[src/rtl/au_incdec_arbiter.sv]
// N up/down counters sharing one incrementer-decrementer behind a round-robin arbiter.
// Define AU_INCDEC_ARBITER_SAT_EN for saturating counters and the rsp_sat output.

module AU_incdec #(
  parameter int WIDTH = 8,
  parameter int ARCH  = 0
) (
  input  logic [WIDTH-1:0] a_i,
  input  logic             dec_i,
  output logic [WIDTH-1:0] y_o,
  output logic             co_o
);

  logic [WIDTH-1:0] p;
  logic [WIDTH-1:0] g;

  // bit k toggles when every lower bit propagates (all ones for inc, all zeros for dec)
  function automatic logic [WIDTH-1:0] pfx(input logic [WIDTH-1:0] pi);
    logic [WIDTH-1:0] t;
    t = pi;
    if (ARCH == 0) begin
      for (int k = 1; k < WIDTH; k++)
        t[k] = t[k] & t[k-1];
    end else if (ARCH == 1) begin
      for (int d = 1; d < WIDTH; d = d * 2)
        for (int k = WIDTH - 1; k >= d; k--)
          t[k] = t[k] & t[k-d];
    end else begin
      for (int l = 0; (1 << l) < WIDTH; l++)
        for (int k = 0; k < WIDTH; k++)
          if (((k >> l) & 1) == 1)
            t[k] = t[k] & t[((k >> (l + 1)) << (l + 1)) + (1 << l) - 1];
    end
    return t;
  endfunction

  // propagate terms, prefix-AND, then toggle
  always_comb begin
    p    = dec_i ? ~a_i : a_i;
    g    = pfx(p);
    y_o  = a_i;
    y_o[0] = ~a_i[0];
    for (int k = 1; k < WIDTH; k++)
      y_o[k] = a_i[k] ^ g[k-1];
    co_o = g[WIDTH-1];
  end

endmodule

module au_incdec_arbiter #(
  parameter int WIDTH = 8,
  parameter int NREQ  = 4,
  parameter int ARCH  = 0,
  localparam int IDW  = (NREQ > 1) ? $clog2(NREQ) : 1
) (
  input  logic                  clk,
  input  logic                  rst,
  input  logic                  clr,
  input  logic [NREQ-1:0]       req_valid,
  input  logic [NREQ-1:0]       req_dec,
  output logic [NREQ-1:0]       req_ready,
  output logic                  rsp_valid,
  output logic [IDW-1:0]        rsp_id,
  output logic [WIDTH-1:0]      rsp_data,
`ifdef AU_INCDEC_ARBITER_SAT_EN
  output logic                  rsp_sat,
`endif
  output logic [NREQ*WIDTH-1:0] cnt
);

  typedef struct packed {
    logic [IDW-1:0] id;
    logic           dec;
  } ex_t;

  logic [NREQ*WIDTH-1:0] cnt_q, cnt_d;
  logic [IDW-1:0]        rr_q, rr_d;
  logic                  ex_vld_q, ex_vld_d;
  ex_t                   ex_q, ex_d;
  logic                  rsp_valid_q, rsp_valid_d;
  logic [IDW-1:0]        rsp_id_q, rsp_id_d;
  logic [WIDTH-1:0]      rsp_data_q, rsp_data_d;
  logic                  sat_q, sat_d;

  logic [NREQ-1:0]       gnt;
  logic [IDW-1:0]        gidx;
  logic                  gdec;
  logic                  found;
  logic [WIDTH-1:0]      opnd;
  logic [WIDTH-1:0]      au_y;
  logic                  au_co;
  logic [WIDTH-1:0]      result;
  logic                  sat;

  // round-robin search starting at rr_q
  always_comb begin : arb
    int idx;
    idx   = 0;
    gnt   = '0;
    gidx  = '0;
    gdec  = 1'b0;
    found = 1'b0;
    if (!rst && !clr) begin
      for (int j = 0; j < NREQ; j++) begin
        idx = (int'(rr_q) + j) % NREQ;
        if (!found && req_valid[idx]) begin
          found    = 1'b1;
          gnt[idx] = 1'b1;
          gidx     = IDW'(idx);
          gdec     = req_dec[idx];
        end
      end
    end
  end

  // operand fetch for the op in execute
  always_comb begin
    opnd = cnt_q[int'(ex_q.id)*WIDTH +: WIDTH];
  end

  AU_incdec #(
    .WIDTH(WIDTH),
    .ARCH (ARCH)
  ) u_au (
    .a_i  (opnd),
    .dec_i(ex_q.dec),
    .y_o  (au_y),
    .co_o (au_co)
  );

  // carry-out means inc at all-ones or dec at zero
`ifdef AU_INCDEC_ARBITER_SAT_EN
  always_comb begin
    sat    = au_co;
    result = au_co ? opnd : au_y;
  end
`else
  always_comb begin
    sat    = 1'b0;
    result = au_y;
  end
`endif

  // next state: clr wipes counters and the in-flight op
  always_comb begin
    cnt_d       = cnt_q;
    rr_d        = rr_q;
    ex_vld_d    = 1'b0;
    ex_d        = ex_q;
    rsp_valid_d = 1'b0;
    rsp_id_d    = rsp_id_q;
    rsp_data_d  = rsp_data_q;
    sat_d       = 1'b0;
    if (clr) begin
      cnt_d = '0;
    end else begin
      if (found) begin
        ex_vld_d = 1'b1;
        ex_d.id  = gidx;
        ex_d.dec = gdec;
        if (int'(gidx) == NREQ - 1)
          rr_d = '0;
        else
          rr_d = gidx + 1'b1;
      end
      if (ex_vld_q) begin
        cnt_d[int'(ex_q.id)*WIDTH +: WIDTH] = result;
        rsp_valid_d = 1'b1;
        rsp_id_d    = ex_q.id;
        rsp_data_d  = result;
        sat_d       = sat;
      end
    end
  end

  // state registers
  always_ff @(posedge clk) begin
    if (rst) begin
      cnt_q       <= '0;
      rr_q        <= '0;
      ex_vld_q    <= 1'b0;
      ex_q        <= '0;
      rsp_valid_q <= 1'b0;
      rsp_id_q    <= '0;
      rsp_data_q  <= '0;
      sat_q       <= 1'b0;
    end else begin
      cnt_q       <= cnt_d;
      rr_q        <= rr_d;
      ex_vld_q    <= ex_vld_d;
      ex_q        <= ex_d;
      rsp_valid_q <= rsp_valid_d;
      rsp_id_q    <= rsp_id_d;
      rsp_data_q  <= rsp_data_d;
      sat_q       <= sat_d;
    end
  end

  assign req_ready = gnt;
  assign rsp_valid = rsp_valid_q;
  assign rsp_id    = rsp_id_q;
  assign rsp_data  = rsp_data_q;
  assign cnt       = cnt_q;
`ifdef AU_INCDEC_ARBITER_SAT_EN
  assign rsp_sat   = sat_q;
`else
  logic unused_sat;
  assign unused_sat = sat_q;
`endif

endmodule

[config.mk]
export PLATFORM = sky130hd
export DESIGN_NAME = au_incdec_arbiter
export DESIGN_NICKNAME = d
export VERILOG_FILES = /design/src/rtl/au_incdec_arbiter.sv
export SDC_FILE = /design/constraint.sdc
export NUM_CORES = 1
export LEC_CHECK = 0
export CAP_MARGIN = 25
export CORE_MARGIN = 4
export CORE_UTILIZATION = 30
export DETAILED_ROUTE_END_ITERATION = 8
export GPL_TIMING_DRIVEN = 0
export SETUP_SLACK_MARGIN = 0.2
export SLEW_MARGIN = 20
export SYNTH_ARGS = -nofsm -noshare
export SYNTH_HDL_FRONTEND = slang
export SYNTH_SLANG_ARGS = --single-unit
[constraint.sdc]
create_clock -name clk -period 4.2 [get_ports clk]
set_clock_uncertainty 0.2 [all_clocks]
set_input_delay 0.84 -clock clk [delete_from_list [all_inputs] [get_ports clk]]
set_output_delay 0.84 -clock clk [all_outputs]
set_load 0.005 [all_outputs]
==> reports/results.ini, run 1 <==
[status]
status = finished clean

[placed_design]
place.gp.congestion = 0.832
dpl.hpwl_um = 6510
placed_cell_area_mm2 = 0.00369
io_buffers = 56
dp_worst_setup_slack_ns = -0.536

[synth]
yosysSeqAreaShare = 0.331
synthArstFlopShare = 0
synth_top_flop_cell = dfxtp_1
ys_ff_latch = 49
ys_warn_count = 0
synth_area_mm2 = 0.00297
syn_inst = 332
synth_edf_count = 0
synth_cell_type_count = 61
synth.avg_cell_area_um2 = 8.93
syn_nets = 356

[clock_network]
clkTransAtPathRegs_ns = 0.09
cts_tree = done
cts_max_level = 2
clock_sinks = 49
ctsHoldBuffers = 0
cts.path.max_buffers = 2
clkLatencyLatePin_ns = 0.30
root_buffer = clkbuf_8
cts_made_buffers = 5

[critical_path]
slowest_stage = dfxtp_2
r2r_slack_ns = 0.75
path_class = reg -> out
arrival_ns = 2.84
cp.required_ns = 3.16
cpPeakStageDelay_ns = 0.40
startpoint_type = flip-flop
critPathCaptureType = output port
crit_chain = buf_6, clkinvlp_4, ha_1, clkbuf_4, nand3b_1, a2111oi_4, or3_4, buf_4, buf_4, a22oi_1, a21oi_2, buf_2
critPathTopFamily = buffers and inverters
crit_top_cell = buf_4
cp_num_buf_inv = 6
cp_max_fo = 10

[power]
power.switching_uw = 521
powerDensity_mw_per_mm2 = 355
p_int_uw = 871
sw_frac_of_total = 0.374
pwr-share-comb = 0.433
cellLeakagePower_nw = 1.46
pwr-share-clk = 0.193
ir_worst_vdd_mv = 0.126
power_frac_seq = 0.374

[sta]
timing.fmax_mhz = 258
tightest_slew_ns = 0.864
hold_viol = 0
grt_setup_unrepaired = no
finalCriticalPeriod_ns = 3.88
setup_viol = 0
whs_ns = 0.270
slew_headroom = 0.424
setup_tns_ns = 0
fin_crit_sh = 0.923
setup_slack_ns = 0.322
final_max_slew_viol_count = 0

[detailed_routing]
dr.pass1.iters = 4
wire_per_inst_um = 16.5
first_iter_violations = 138
drc_errors = 0
viasPerCell = 5.29
ant_nets = 0
vias = 2844
drt_wl_total_um = 8860

[grt]
grt_pass1_wl_um = 14200
grt_pass1_vias = 2759
grt_max_degree = 15
grt-ovfl-total = 0
grt.total_usage = 0.154
antenna_found_initial = 0

[floorplan]
start_util = 0.306
rows = 36
fp.coreArea_mm2 = 0.00968
die_area_mm2 = 0.0115
die_w_um = 107
ios = 58
die_h_um = 107

[cells_and_area]
layout_common_cells = clkdlybuf4s50_1 (49), dfxtp_1 (47), nand2_1 (43), nor2_1 (17), a21oi_1 (15)
stdcell_area_mm2 = 0.00392
utilization = 0.404
syn2layout_area_growth_pct = 32.0
n_antenna_cell = 0
fin_nets = 428
layout_commonest_cell = clkdlybuf4s50_1
drive_above_1_share = 0.133

[job]
maxCapViolCount = 0

[min_path]
hold_class = reg -> reg

final timing paths:
kind | start | endpoint | depth (start not counted)
worst min register to register | rsp_id[1]$_SDFFE_PP0P_ | rsp_id[1]$_SDFFE_PP0P_ | 2
worst max register to register | ex_q[2]$_SDFFE_PP0P_ | cnt[6]$_SDFFE_PN0P_ | 9
worst max-delay path | rr_q[0]$_SDFFE_PP0P_ | req_ready[3] | 12
worst min-delay path | rsp_id[1]$_SDFFE_PP0P_ | rsp_id[1]$_SDFFE_PP0P_ | 2
cell type report:
type	instances	area, µm²
Timing Repair Buffer	65	621
Multi-Input combinational cell	251	1900
Tap cell	133	166
Sequential cell	49	986
Clock inverter	2	10.0
Clock buffer	6	72.6
Inverter	12	52.6
Buffer	20	108
Fill cell	971	5770
cell usage after synthesis (all sizes together) (4+ instances only):
library cell / count / area share
dfxtp: 49 / 0.33
nand2: 43 / 0.054
nor2: 17 / 0.022
a21oi: 16 / 0.027
o21ai: 16 / 0.027
clkbuf: 15 / 0.019
ha: 13 / 0.055
o31ai: 13 / 0.033
inv: 12 / 0.015
mux4: 12 / 0.091
or3: 9 / 0.019
a22o: 8 / 0.024
mux2i: 7 / 0.024
nor3: 7 / 0.012
nor4: 6 / 0.013
a22oi: 5 / 0.013
buf: 5 / 0.0097
nand2b: 5 / 0.011
nand3: 5 / 0.0084
mux2: 4 / 0.015
o211a: 4 / 0.014
o211ai: 4 / 0.010
or3b: 4 / 0.012
xnor2: 4 / 0.012
kinds of logic (layout without fill, tap and decap cells):
family | Yosys count | count (layout) | share of synthesized area
and+or+nand+nor | 119 | 119 | 0.210
AOI/OAI and AO/OA | 90 | 90 | 0.213
DFF | 49 | 49 | 0.331
xor gates and xnor gates | 6 | 6 | 0.0177
adders and majority gates | 13 | 13 | 0.0549
buffers and inverters | 32 | 105 | 0.0439
muxes | 23 | 23 | 0.130
state kept, by name, indices dropped and copies added (netlist names):
signal,cells
cnt,32
rsp_data,8
ex_q,3
rr_q,2
rsp_id,2
ex_vld_q,1
rsp_valid,1
repair_timing:
action	in CTS	in global routing
setup buffers	7	2
resized for setup	29	13
setup endpoints to repair	4	4
pin swaps	4	3
per-stage QoR:
stage	power, mW	std cells
after CTS	1.36	536
after global routing	1.48	538
after global placement	1.06	521
after detailed placement	1.06	521
final	1.39	538
after floorplan	0.916	332
worst reg2reg max path, stage by stage (launching register included):
cell and delay, ns:
dfxtp_1 0.38, buf_6 0.15, clkbuf_1 0.52, inv_1 0.19, ha_1 0.39, or3b_1 0.38, or3_1 0.30, clkbuf_1 0.22
or4_1 0.56, nand3_1 0.09
power by group through the flow:
stage               combinational, mW  sequential (mW)  clock, mW
finish                          0.602            0.520      0.269
global route                    0.660            0.524      0.298
CTS                             0.565            0.515      0.279
detailed placement              0.540            0.524          0
global placement                0.532            0.524          0
floorplan                       0.401            0.515          0
layer usage:
layer,track usage,vias up,routed length (µm)
met3,0.0258,12,350
li1,-,1398,-
met5,0,-,0
met2,0.256,61,4270
met1,0.206,1373,4120
met4,0.0397,0,125
Note: power is estimated with default switching activity, not from simulation.
==> run 2, diff against run 1 <==
--- a/config.mk
+++ b/config.mk
@@ -6,10 +6,11 @@
 export NUM_CORES = 1
 export LEC_CHECK = 0
 export CAP_MARGIN = 25
-export CORE_MARGIN = 4
+export CORE_MARGIN = 2
 export CORE_UTILIZATION = 30
 export DETAILED_ROUTE_END_ITERATION = 8
 export GPL_TIMING_DRIVEN = 0
+export PLACE_DENSITY = 0.51
 export SETUP_SLACK_MARGIN = 0.2
 export SLEW_MARGIN = 20
 export SYNTH_ARGS = -nofsm -noshare
==> run 2 against run 1 <==
Effect of this change: maximum frequency is 0.61% higher; register-to-register slack got worse by 0.04 ns; largest power group unchanged; sequential share of layout area fell by 0.089 points; largest cell class unchanged.
==> reports/results.ini, run 2 (synthesized netlist as in run 1, its figures left out) <==
[cells_and_area]
multi_input_area_mm2 = 0.00190
layout_common_cells = clkdlybuf4s50_1 (49), dfxtp_1 (47), nand2_1 (43), nor2_1 (17), a21oi_1 (16)
fill_cells = 972
stdcell_area_mm2 = 0.00394
n_antenna_cell = 0
seqCellArea_um2 = 988
largest_register_ffs = 32
layout_commonest_cell = clkdlybuf4s50_1
syn2layout_area_growth_pct = 32.8
drive_above_1_share = 0.128
fin_nets = 428

[sta]
slew_headroom = 0.382
timing.fmax_mhz = 259
tightest_slew_ns = 0.926
hold_viol = 0
finalCriticalPeriod_ns = 3.85
whs_ns = 0.266
grt_setup_unrepaired = no
fin_crit_sh = 0.918
final_max_slew_viol_count = 0
setup_viol = 0

[critical_path]
slowest_stage = clkdlybuf4s50_1
r2r.worst_path.cells = 9
path_class = in -> out
startpoint_type = input pin
cp.required_ns = 3.16
cpPeakStageDelay_ns = 0.45
crit_top_cell = buf_4
cp_max_fo = 10
critPathCaptureType = output port
arrival_ns = 2.81
crit_chain = clkdlybuf4s50_1, buf_4, nor4b_1, or3_4, buf_4, a22oi_1, a21oi_1, dlygate4sd2_1

[clock_network]
cts_tree = done
clkTransAtPathRegs_ns = 0.11
ctsHoldBuffers = 0
clock_sinks = 49
clkLatencyLatePin_ns = 0.31
root_buffer = clkbuf_8
cts_made_buffers = 5
cts_max_level = 2
cts.path.max_buffers = 2

[grt]
grt_max_degree = 19
grt_pass1_wl_um = 14400
grt.total_usage = 0.177
grt_pass1_vias = 2770
antenna_found_initial = 0
grt-ovfl-total = 0

[detailed_routing]
drt_wl_total_um = 9190
first_iter_violations = 169
viasPerCell = 5.31
ant_nets = 0
vias = 2857
dr.pass1.iters = 4
drc_errors = 0
wire_per_inst_um = 17.1

[min_path]
hold_class = reg -> reg
min_path_cells = 2

[floorplan]
ios = 58
rows = 36
start_util = 0.306
die_h_um = 103
die_w_um = 103
die_area_mm2 = 0.0107
fp.coreArea_mm2 = 0.00968

[power]
p_total_mw = 1.45
powerDensity_mw_per_mm2 = 367
cellLeakagePower_nw = 1.47
ir_worst_vdd_mv = 0.172

[status]
status = finished clean

[placed_design]
place.gp.congestion = 0.862
placed_cell_area_mm2 = 0.00370
dpl.hpwl_um = 6750
io_buffers = 56

[job]
maxCapViolCount = 0

==> run 2: cell count changes in the layout (fill, tap and decap cells not counted), moves of 2 or more <==
cell / change
inv_6: +2
clkinv_2: -2
dlymetal6s2s_1: -2
dlygate4sd2_1: +5
==> run 2: layer usage <==
layer / up-vias / track usage / part of all wire
met5: - / 0 / 0
met4: 0 / 0.0557 / 0.022
met3: 16 / 0.0323 / 0.049
met2: 74 / 0.299 / 0.48
met1: 1376 / 0.229 / 0.45
li1: 1391 / - / -
==> run 2: final timing paths <==
kind                                from                endpoint  slack [ns]
setup / recovery            req_valid[3]            req_ready[0]        0.35
hold / removal    rsp_id[0]$_SDFFE_PP0P_  rsp_id[0]$_SDFFE_PP0P_        0.27
setup reg to reg    ex_q[2]$_SDFFE_PP0P_     cnt[6]$_SDFFE_PN0P_        0.71
hold reg to reg   rsp_id[0]$_SDFFE_PP0P_  rsp_id[0]$_SDFFE_PP0P_        0.27
==> run 2: repair_timing <==
action	4_1_cts	5_1_grt
buffers inserted	7	1
resized for setup	30	5
pin swaps	2	1
setup endpoints to repair	4	2
==> run 2: through the flow <==
step / TNS, ns / setup slack, ns / cells / util
2_1_floorplan: 0 / 0.710 / 332 / -
3_3_place_gp: -1.74 / -0.437 / 521 / 0.381
3_5_place_dp: -1.81 / -0.482 / 522 / 0.382
4_1_cts: 0 / 0.231 / 537 / 0.405
5_1_grt: 0 / 0.208 / 538 / 0.407
6_report: 0 / 0.345 / 538 / 0.407
==> run 2: power by group <==
part	switching [mW]	total [mW]	internal (mW)
Clock	0.181	0.307	0.126
Sequential	0.0321	0.520	0.487
Combinational	0.345	0.619	0.275
==> run 2: cell type report <==
class / instances / area share
buffer: 20 / 0.0280
clock buffer: 5 / 0.0175
sequential: 49 / 0.251
multi-input combinational: 251 / 0.483
timing repair buffer: 65 / 0.158
clock inverter: 3 / 0.00731
tap: 133 / 0.0422
inverter: 12 / 0.0133
==> run 2: worst max-delay path, delay by kind of cell <==
kind,cells,cell delay [ns]
buffers and inverters,4,1.10
and+or+nand+nor,2,0.58
AOI/OAI and AO/OA,2,0.30
==> run 3, diff against run 2 <==
--- a/config.mk
+++ b/config.mk
@@ -9,7 +9,7 @@
 export CORE_MARGIN = 2
 export CORE_UTILIZATION = 30
 export DETAILED_ROUTE_END_ITERATION = 8
-export GPL_TIMING_DRIVEN = 0
+export HOLD_SLACK_MARGIN = 0.12
 export PLACE_DENSITY = 0.51
 export SETUP_SLACK_MARGIN = 0.2
 export SLEW_MARGIN = 20
==> run 3 against run 2 <==
Effect of this change: power decreased by 1.6%; sequential power about the same; combinational power decreased by 3%; critical path depth unchanged; die area unchanged; highest routed layer unchanged; routed wire length decreased by 4.0%; largest cell class unchanged; clock power decreased by 2%; non-clock buffer count decreased by 10; first-iteration DRC count decreased by 18%; core utilization decreased by 0.36 points.
==> reports/results.ini, run 3 (synthesized netlist as in run 1, its figures left out) <==
[clock_network]
cts_tree = done
cts_max_level = 2
cts_made_buffers = 5
ctsHoldBuffers = 0
clkTransAtPathRegs_ns = 0.11
clock_sinks = 49
root_buffer = clkbuf_8
clkLatencyLatePin_ns = 0.31
cts.path.max_buffers = 2

[detailed_routing]
vias = 2842
wire_per_inst_um = 16.7
drt_wl_total_um = 8820
ant_nets = 0
dr.pass1.iters = 5
met2_length_um = 4290
drc_errors = 0
viasPerCell = 5.38
wl_met3_um = 309
m1WireLength_um = 4080
first_iter_violations = 138
highest_layer = met4

[critical_path]
critPathLaunch = req_valid[2]
r2r.worst_path.cells = 5
r2r-start = ex_q[2]$_SDFFE_PP0P_
path_class = in -> out
crit_end = req_ready[2]
reg2reg_to = rsp_data[4]$_SDFFE_PP0P_
arrival_ns = 2.87
critPathCaptureType = output port
cp.required_ns = 3.16
r2r_slack_ns = 0.87
cp_max_fo = 3
startpoint_type = input pin

[sta]
whs_ns = 0.275
tightest_slew_ns = 1.00
grt_setup_unrepaired = no
hold_viol = 0
final_max_slew_viol_count = 0
finalCriticalPeriod_ns = 3.91
setup_viol = 0
slew_headroom = 0.331
timing.fmax_mhz = 256
fin_crit_sh = 0.930

[cells_and_area]
largest_register_ffs = 32
fin_nets = 418
fill_cells = 986
layout_common_cells = clkdlybuf4s50_1 (53), dfxtp_1 (49), nand2_1 (43), buf_4 (18), nor2_1 (17)
drive_above_1_share = 0.129
multi_input_area_mm2 = 0.00192
layout_commonest_cell = clkdlybuf4s50_1
seqCellArea_um2 = 981
syn2layout_area_growth_pct = 31.6
n_antenna_cell = 0

[placed_design]
place.gp.congestion = 0.852
io_buffers = 57
dpl.hpwl_um = 6390

[grt]
grt-ovfl-total = 0
grt_pass1_vias = 2689
grt_pass1_wl_um = 13800
grt_max_degree = 20
grt.total_usage = 0.168
antenna_found_initial = 0

[power]
cellLeakagePower_nw = 1.45
ir_worst_vdd_mv = 0.179
powerDensity_mw_per_mm2 = 364
p_total_mw = 1.42

[floorplan]
die_area_mm2 = 0.0107
start_util = 0.306
fp.coreArea_mm2 = 0.00968
ios = 58
die_w_um = 103
rows = 36
die_h_um = 103

[min_path]
hold_class = reg -> reg

[status]
status = finished clean

[job]
maxCapViolCount = 0

[run 3: cell types whose count changed in the layout (fill, tap and decap cells not counted), sizes merged]
cell and delta:
clkbuf -13, clkdlybuf4s50 +4, buf +2, clkdlybuf4s15 -1
dlygate4sd2 -1, dlymetal6s2s -1
[run 3: worst min path at each step]
| stage | end | startpoint | cells past startpoint |
|---|---|---|---|
| 2_1_floorplan | rsp_id[0]$_SDFFE_PP0P_ | rsp_id[0]$_SDFFE_PP0P_ | 2 |
| 3_3_place_gp | rsp_id[0]$_SDFFE_PP0P_ | rsp_id[0]$_SDFFE_PP0P_ | 2 |
| 3_5_place_dp | rsp_id[1]$_SDFFE_PP0P_ | rsp_id[1]$_SDFFE_PP0P_ | 2 |
| 4_1_cts | cnt[31]$_SDFFE_PN0P_ | cnt[31]$_SDFFE_PN0P_ | 2 |
| 5_1_grt | cnt[31]$_SDFFE_PN0P_ | cnt[31]$_SDFFE_PN0P_ | 2 |
| 6_report | rsp_id[1]$_SDFFE_PP0P_ | rsp_id[1]$_SDFFE_PP0P_ | 2 |
[run 3: cell type report]
cell class | instances | area share
Tap cell | 133 | 0.0426
Multi-Input combinational cell | 251 | 0.491
Timing Repair Buffer | 75 | 0.179
Sequential cell | 49 | 0.251
Inverter | 12 | 0.0115
Clock buffer | 5 | 0.0176
Clock inverter | 3 | 0.00673
[run 3: worst max-delay path, stage by stage]
cell             delay, ns
clkdlybuf4s50_1       0.47
or3b_4                0.40
a2111oi_4             0.37
or3_4                 0.20
buf_4                 0.12
a22oi_1               0.08
a21oi_1               0.14
dlygate4sd2_1         0.25
[run 3: where the power goes]
part | internal [mW] | switching, mW | leakage [nW] | total (mW)
clock | 0.122 | 0.180 | 0.0423 | 0.301
combinational | 0.271 | 0.331 | 1.01 | 0.602
sequential | 0.484 | 0.0350 | 0.397 | 0.519
total | 0.877 | 0.546 | 1.45 | 1.42
[run 3: through the flow]
step	setup TNS [ns]	instance area, µm²	instances	worst slack, ns	util
final	0	3900	528	0.293	0.403
after global routing	0	3900	528	0.209	0.403
after CTS	0	3880	527	0.310	0.401
after detailed placement	-0.285	3730	517	-0.0935	0.385
after global placement	-0.127	3730	517	-0.0333	0.385
after floorplan	0	2970	332	0.710	-
[run 3: layer usage]
layer  global-route usage  vias up
met4               0.0455        0
met1                0.227     1397
li1                     -     1371
met5                    0        -
met2                0.280       62
met3               0.0242       12
[run 3: repair_timing]
item,CTS,global route
setup buffers,2,1
resized for setup,13,1
gates cloned,0,0
pin swaps,1,2
setup endpoints to repair,4,2
